### config.mk
export PLATFORM = sky130hd
export DESIGN_NAME = selector_arb_2ph_flat
export DESIGN_NICKNAME = d
export VERILOG_FILES = /design/src/rtl/selector_arb_2ph_if.sv /design/src/rtl/selector_arb_2ph.sv /design/src/flat_wrapper.sv
export SDC_FILE = /design/constraint.sdc
export NUM_CORES = 1
export LEC_CHECK = 0
export CAP_MARGIN = 20
export CORE_MARGIN = 5
export CORE_UTILIZATION = 40
export DETAILED_ROUTE_END_ITERATION = 8
export PLACE_DENSITY = 0.75
export SLEW_MARGIN = 20
export SYNTH_ARGS = -nofsm -noshare
export SYNTH_HDL_FRONTEND = slang
export SYNTH_SLANG_ARGS = --single-unit
### constraint.sdc
create_clock -name clk -period 1.9 [get_ports clk]
set_clock_uncertainty 0.2 [all_clocks]
set_input_delay 0.475 -clock clk [delete_from_list [all_inputs] [get_ports clk]]
set_output_delay 0.475 -clock clk [all_outputs]
set_load 0.01 [all_outputs]
### src/rtl/selector_arb_2ph_if.sv
// Handshake and data bundle for the two-phase arbitrated selector.
// slave = arbiter side, master = environment (requesters + consumers).
interface selector_arb_2ph_if #(
  parameter int WIDTH = 8
);
  logic             r1, a1, r2, a2;
  logic             g1, d1, g2, d2;
  logic [WIDTH-1:0] datain1, datain2, dataout;

  modport slave (
    input  r1, r2, d1, d2, datain1, datain2,
    output a1, a2, g1, g2, dataout
  );

  modport master (
    output r1, r2, d1, d2, datain1, datain2,
    input  a1, a2, g1, g2, dataout
  );
endinterface

### src/rtl/selector_arb_2ph.sv
// Two-phase (transition-signalling) arbitrated selector: two request
// channels share one data bus and two grant/done output channels.
// A request is pending while r^a is set; an output channel is busy while
// g^d is set. Round-robin between ports on contention.
module selector_arb_2ph #(
  parameter int WIDTH = 8
) (
  input logic               clk,
  input logic               rstn,
  selector_arb_2ph_if.slave bus
);
  localparam logic [1:0] IDLE  = 2'd0;
  localparam logic [1:0] BUSY1 = 2'd1;
  localparam logic [1:0] BUSY2 = 2'd2;

  logic [1:0]       state_q;
  logic             ptr_q;      // 0: port 1 has priority, 1: port 2
  logic             a1_q, a2_q, g1_q, g2_q;
  logic [WIDTH-1:0] dout_q;
  logic             p1, p2, pick1;

  assign p1    = bus.r1 ^ a1_q;
  assign p2    = bus.r2 ^ a2_q;
  // port 1 wins when alone, or when both pend and the pointer favours it
  assign pick1 = p1 && (!p2 || !ptr_q);

  assign bus.a1      = a1_q;
  assign bus.a2      = a2_q;
  assign bus.g1      = g1_q;
  assign bus.g2      = g2_q;
  assign bus.dataout = dout_q;

  // Arbitration FSM: grant from IDLE, ack and rotate priority on done.
  always_ff @(posedge clk) begin
    if (!rstn) begin
      state_q <= IDLE;
      ptr_q   <= 1'b0;
      a1_q    <= 1'b0;
      a2_q    <= 1'b0;
      g1_q    <= 1'b0;
      g2_q    <= 1'b0;
      dout_q  <= '0;
    end else begin
      case (state_q)
        IDLE: begin
          if (pick1) begin
            g1_q    <= ~g1_q;
            dout_q  <= bus.datain1;
            state_q <= BUSY1;
          end else if (p2) begin
            g2_q    <= ~g2_q;
            dout_q  <= bus.datain2;
            state_q <= BUSY2;
          end
        end
        BUSY1: begin
          if (bus.d1 == g1_q) begin
            a1_q    <= ~a1_q;
            ptr_q   <= 1'b1;
            state_q <= IDLE;
          end
        end
        BUSY2: begin
          if (bus.d2 == g2_q) begin
            a2_q    <= ~a2_q;
            ptr_q   <= 1'b0;
            state_q <= IDLE;
          end
        end
        default: state_q <= IDLE;
      endcase
    end
  end
endmodule

### src/flat_wrapper.sv
// flat-port wrapper written by rule: the top's interface ports become plain ports
module selector_arb_2ph_flat 
#(
  parameter int WIDTH = 8
)
  (clk, rstn, bus_r1, bus_r2, bus_d1, bus_d2, bus_datain1, bus_datain2, bus_a1, bus_a2, bus_g1, bus_g2, bus_dataout);
  selector_arb_2ph_if #(.WIDTH(WIDTH)) bus_i ();
  input logic clk;
  input logic rstn;
  input wire logic [$bits(bus_i.r1)-1:0] bus_r1;
  input wire logic [$bits(bus_i.r2)-1:0] bus_r2;
  input wire logic [$bits(bus_i.d1)-1:0] bus_d1;
  input wire logic [$bits(bus_i.d2)-1:0] bus_d2;
  input wire logic [$bits(bus_i.datain1)-1:0] bus_datain1;
  input wire logic [$bits(bus_i.datain2)-1:0] bus_datain2;
  output wire logic [$bits(bus_i.a1)-1:0] bus_a1;
  output wire logic [$bits(bus_i.a2)-1:0] bus_a2;
  output wire logic [$bits(bus_i.g1)-1:0] bus_g1;
  output wire logic [$bits(bus_i.g2)-1:0] bus_g2;
  output wire logic [$bits(bus_i.dataout)-1:0] bus_dataout;
  assign bus_i.r1 = bus_r1;
  assign bus_i.r2 = bus_r2;
  assign bus_i.d1 = bus_d1;
  assign bus_i.d2 = bus_d2;
  assign bus_i.datain1 = bus_datain1;
  assign bus_i.datain2 = bus_datain2;
  assign bus_a1 = bus_i.a1;
  assign bus_a2 = bus_i.a2;
  assign bus_g1 = bus_i.g1;
  assign bus_g2 = bus_i.g2;
  assign bus_dataout = bus_i.dataout;
  selector_arb_2ph #(.WIDTH(WIDTH)) u_core (.clk(clk), .rstn(rstn), .bus(bus_i));
endmodule
==> out/metrics.yaml, run 1 <==
run_status:
  status: "finished clean"
placed_design:
  place_area_um2: 1140
  place_ws_ns: -0.214
  hpwl_um: 1410
  port_buffers: 33
  gp_congestion: 0.833
die:
  die_w_um: 53.4
  die-area_um2: 2850
  core_area_um2: 1760
  placementRows: 15
  die_y_um: 53.4
  io_pins: 34
  initial_core_util_pct: 42.7
power_and_ir_drop:
  power_density_nw_per_um2: 1570
  vdd_ir_drop_max_uv: 854
  finalPower_mw: 1.84
  power.leakage_nw: 0.491
sta:
  finalCriticalPeriod_ns: 1.84
  drv_slew: 0
  hold_violations: 0
  tightest_slew_ns: 0.329
  finalWorstSetupSlack_ns: 0.0552
  fin_tns_setup_ns: 0
  fin_crit_sh_pct: 97.1
  slew_headroom_pct: 78.1
  rsz0062_at_grt: "yes"
  max_freq_ghz: 0.542
  setup_viol: 0
  timing.hold.ws_ns: 0.314
clock_network:
  clk_latency_ns: 0.27
  cts_max_path_buffers: 2
  clock-sinks: 15
  h-tree-depth: 1
  cts_tree: "built"
  cts_buffers: 3
  cts-root-buf: "clkbuf_4"
  cts_hold_buf: 0
  clkSlewWorstSetupHoldPaths_ns: 0.09
detailed_routing:
  num_vias: 699
  routed_wl_um: 1810
  wl_per_cell_um: 12.7
  drc: 0
  detailedRoute.firstIterationViolations: 8
  detail-route-antenna-nets: 0
  dr.pass1.iters: 4
  drt-vias-per-instance: 4.89
critical_path:
  cp.arrival_ns: 1.17
  max_stage_delay_ns: 0.55
  end_kind: "primary output"
  cp.required_ns: 1.22
  cp_num_buf_inv: 1
  cp_cell_sequence: "clkdlybuf4s50_1"
  ff2ff_path_depth: 5
  path_class: "reg2out"
  cp.depth: 1
  ff2ff_setup_slack_ns: 0.31
  cp_top_family: "buffers and inverters"
  path_max_fanout: 2
  crit_start: "u_core.bus.dataout[3]$_SDFFE_PN0P_"
  r2r_end: "u_core.ptr_q$_SDFFE_PN0P_"
  cpMaxStageDelayCell: "clkdlybuf4s50_1"
  startpoint_type: "register"
  critPathCapture: "bus_dataout[3]"
  worstReg2RegStart: "u_core.state_q[0]$_SDFFE_PN0P_"
min_path:
  hp-class: "reg2reg"
  hold_path_depth: 2
layout:
  fin_area_um2: 1170
  syn_to_final_growth_pct: 55.1
  num_antenna_cells: 0
  drive_gt1_share_pct: 9.32
  finalNetCount: 144
yosys:
  synth_top_area_share_pct: 39.9
  synth_common_cells: "dfxtp_1 (15), a21oi_1 (10), mux2i_1 (8)"
  avgSynthCellArea_um2: 9.42
  yosys.area.top_type: "dfxtp_1"
  synth_edf_count: 0
  synth.area.top_cells: "dfxtp_1 (40%), mux2i_1 (11%), a21oi_1 (6.6%)"
  synth.distinct_cells: 24
  ys_seq_elements: 15
  yosysMostFrequentCell: "dfxtp_1"
  ys_warn_count: 0
  syn_area_um2: 753
  synthFlopType: "dfxtp_1"
  yosysSeqAreaShare_pct: 39.9
  synthArstFlopShare_pct: 0
  synthCells: 80
  synth_nets: 105
grt:
  grt_pass1_wl_um: 3190
  grt_usage_pct: 15.4
  grt_overflow: 0
  antenna_found_initial: 0
  grt_max_degree: 17
  grt_pass1_vias: 775
run:
  maxCapViolCount: 0
==> power breakdown <==
part           internal (mW)  switching [mW]
registers              0.468          0.0977
clock network         0.0813          0.0960
logic                  0.582           0.511
total                   1.13           0.704
==> stage by stage <==
step | util (%) | instances
6_report | 66.2 | 143
5_1_grt | 66.2 | 143
4_1_cts | 66.1 | 143
3_5_place_dp | 64.8 | 139
3_3_place_gp | 64.8 | 139
2_1_floorplan | - | 80
==> registers in the layout, summed over array words and instances (netlist names) <==
signal and flops:
u_core.bus.a1 1, u_core.bus.a2 1, u_core.bus.dataout 8, u_core.bus.g1 1
u_core.bus.g2 1, u_core.ptr_q 1, u_core.state_q 2
==> cell usage in the layout (no fill, tap or decap), drive strengths merged, types with 4 or more instances in the layout <==
cell type	instances
clkdlybuf4s50	29
dfxtp	15
a21oi	11
mux2i	8
o21ai	8
inv	5
nor2	5
xnor2	4
xor2	4
nand2	4
clkbuf	4
buf	4
==> metal layers <==
metal / vias to the layer above / share of wire (%) / global-route usage (%)
li1: 356 / - / -
met1: 302 / 43 / 16.7
met2: 37 / 45 / 25.9
met3: 4 / 9.7 / 5.35
met4: 0 / 1.9 / 8.09
met5: - / 0 / 0
==> worst reg2reg max path, cell delays in order (launching register included) <==
cell and delay, ns:
dfxtp_1 0.34, inv_1 0.07, ha_1 0.23, a22oi_1 0.30, a21oi_1 0.12, a311oi_1 0.24
==> worst min path at each step <==
stage / startpoint / to / slack [ns]
finish: u_core.state_q[1]$_SDFFE_PN0P_ / u_core.state_q[1]$_SDFFE_PN0P_ / 0.31
CTS: u_core.state_q[1]$_SDFFE_PN0P_ / u_core.state_q[1]$_SDFFE_PN0P_ / 0.32
detailed placement: u_core.state_q[1]$_SDFFE_PN0P_ / u_core.state_q[1]$_SDFFE_PN0P_ / 0.31
global placement: u_core.state_q[1]$_SDFFE_PN0P_ / u_core.state_q[1]$_SDFFE_PN0P_ / 0.30
floorplan: u_core.state_q[1]$_SDFFE_PN0P_ / u_core.state_q[1]$_SDFFE_PN0P_ / 0.28
global route: u_core.state_q[1]$_SDFFE_PN0P_ / u_core.state_q[1]$_SDFFE_PN0P_ / 0.35
==> cells by family after synthesis <==
family / synth area share (%)
compound gates: 21.1
xor+xnor: 9.30
fa+ha+maj: 4.98
buf+inv: 6.15
flops: 39.9
mux: 10.6
simple gates: 7.97
==> area by class of cell <==
type | count | area (µm²)
clock buffer | 4 | 26.3
fill | 162 | 596
inverter | 5 | 18.8
multi-input combinational | 57 | 407
sequential | 15 | 302
tap | 25 | 31.3
timing repair buffer | 37 | 384
==> what timing repair did <==
action	CTS	global route
setup buffers	0	0
endpoints found under the setup margin	4	3
resized for setup	4	1
hold endpoints to repair	0	0
pin swaps	0	0
No activity file was read; power rests on OpenSTA's default activity.
==> inputs of run 2 (changes only) <==
CORE_MARGIN = 2   (was 5)
PLACE_DENSITY = 0.77   (was 0.75)
==> out/metrics.yaml, run 2 (synthesized netlist as in run 1, its figures left out) <==
sta:
  drv_slew: 0  # unchanged
  setup_viol: 0  # unchanged
  rsz0062_at_grt: "no"
  finalWorstSetupSlack_ns: 0.0388  # -0.0163 ns
  fin_tns_setup_ns: 0  # unchanged
  fin_crit_sh_pct: 98.0  # +0.86 points
  hold_violations: 0  # unchanged
  slew_headroom_pct: 78.7  # +0.64 points
  finalCriticalPeriod_ns: 1.86  # +0.0163 ns
  max_freq_ghz: 0.537  # -0.88%
  tightest_slew_ns: 0.319  # -0.00964 ns
clock_network:
  clk_latency_ns: 0.29  # +0.02 ns
  clock-sinks: 15  # unchanged
  cts-root-buf: "clkbuf_4"
  postCtsSetupBuffers: 0  # unchanged
  cts_max_path_buffers: 2  # unchanged
  cts_buffers: 3  # unchanged
  h-tree-depth: 1  # unchanged
  clkSlewWorstSetupHoldPaths_ns: 0.09  # about the same
  cts_hold_buf: 0  # unchanged
  cts_tree: "built"
layout:
  n_fill_cell: 143  # -12%
  syn_to_final_growth_pct: 55.6
  largest_reg_flops: 8  # unchanged
  most-common-layout-cells: "clkdlybuf4s50_1 (28), dfxtp_1 (13), a21oi_1 (10), mux2i_1 (8), o21ai_0 (6)"
  drive_gt1_share_pct: 10.2  # +0.85 points
  final_common_cell: "clkdlybuf4s50_1"
  num_antenna_cells: 0  # unchanged
  fin_area_um2: 1170  # +0.32%
  finalNetCount: 144  # unchanged
grt:
  grt_pass1_vias: 675  # -13%
  grt_overflow: 0  # unchanged
  grt_usage_pct: 17.6  # +2.2 points
  grt_pass1_wl_um: 2660  # -16%
  grt_max_degree: 17  # unchanged
  antenna_found_initial: 0  # unchanged
detailed_routing:
  drc: 0  # unchanged
  detail-route-antenna-nets: 0  # unchanged
  drt-vias-per-instance: 4.94  # +1.0%
  wl_per_cell_um: 12.2  # -3.5%
  detailedRoute.firstIterationViolations: 5  # -3
  num_vias: 706  # +1.0%
  dr.pass1.iters: 4  # unchanged
  routed_wl_um: 1750  # -3.5%
critical_path:
  cp_num_buf_inv: 1  # unchanged
  cp_cell_sequence: "clkdlybuf4s50_1"
  startpoint_type: "register"
  end_kind: "primary output"
  cp.required_ns: 1.22  # about the same
  cp.depth: 1  # unchanged
  cpMaxStageDelayCell: "clkdlybuf4s50_1"
  cp.arrival_ns: 1.19  # +0.02 ns
  max_stage_delay_ns: 0.55  # about the same
  path_max_fanout: 2  # unchanged
  ff2ff_path_depth: 5  # unchanged
  cp_top_family: "buffers and inverters"
  path_class: "reg2out"
power_and_ir_drop:
  power.leakage_nw: 0.504  # +2.6%
  vdd_ir_drop_max_uv: 862  # +0.96%
  power_density_nw_per_um2: 1570  # +0.11%
run:
  maxCapViolCount: 0  # unchanged
placed_design:
  port_buffers: 33  # unchanged
  gp_congestion: 0.798  # -4.2%
  place_area_um2: 1140  # unchanged
  hpwl_um: 1290  # -8.1%
  place_ws_ns: -0.222  # -0.00751 ns
die:
  io_pins: 34  # unchanged
  die-area_um2: 2250  # -21%
  die_y_um: 47.4  # -11%
  initial_core_util_pct: 43.2  # +0.46 points
  die_w_um: 47.4  # -11%
  placementRows: 15  # unchanged
  core_area_um2: 1750  # -1.1%
min_path:
  hp-class: "reg2reg"
  hold_path_depth: 2  # unchanged
run_status:
  status: "finished clean"
[run 2: cell types whose count changed in the layout (fill, tap and decap cells not counted), sizes merged]
cell / before / now
clkdlybuf4s50: 29 / 28
dlymetal6s2s: 1 / 2
[run 2: cell type report]
| type | count | area [µm²] | share of cell area (%) |
|---|---|---|---|
| Multi-Input combinational cell | 57 | 407 | 34.7 |
| Timing Repair Buffer | 37 | 387 | 33.0 |
| Sequential cell | 15 | 303 | 25.8 |
| Tap cell | 25 | 31.3 | 2.67 |
| Clock buffer | 4 | 26.3 | 2.24 |
| Inverter | 5 | 18.8 | 1.60 |
[run 2: path summary, 6_finish.rpt]
path                                                    startpoint                              to  slack (ns)
worst max-delay path            u_core.bus.dataout[4]$_SDFFE_PN0P_                  bus_dataout[4]        0.04
worst min-delay path                u_core.state_q[1]$_SDFFE_PN0P_  u_core.state_q[1]$_SDFFE_PN0P_        0.31
worst max register to register      u_core.state_q[0]$_SDFFE_PN0P_       u_core.ptr_q$_SDFFE_PN0P_        0.30
worst min register to register      u_core.state_q[1]$_SDFFE_PN0P_  u_core.state_q[1]$_SDFFE_PN0P_        0.31
[run 2: per-layer routing]
layer	routed length (µm)	up-vias	GRT usage (%)
met3	145	4	4.23
met1	740	316	19.0
met2	833	31	30.0
met4	29	0	11.7
met5	0	-	0
li1	-	355	-
[run 2: metrics by stage]
stage          total power, mW  instances  hold WS (ns)  util (%)
6_report                  1.84        143         0.311      67.2
5_1_grt                   1.98        143         0.339      67.2
4_1_cts                   1.87        143         0.317      66.9
3_5_place_dp              1.68        139         0.304      65.4
3_3_place_gp              1.65        139         0.293      65.4
2_1_floorplan             1.20         80         0.281         -
[run 2: report_power, final]
| group | leakage (nW) | internal, mW | total [mW] | switching (mW) |
|---|---|---|---|---|
| Combinational | 0.364 | 0.580 | 1.09 | 0.507 |
| Sequential | 0.125 | 0.470 | 0.569 | 0.0991 |
| Clock | 0.0150 | 0.0817 | 0.187 | 0.106 |
[run 2: timing repair]
action	4_1_cts	5_1_grt
setup endpoints to repair	4	2
endpoints found under the hold margin	0	0
resized for setup	5	2
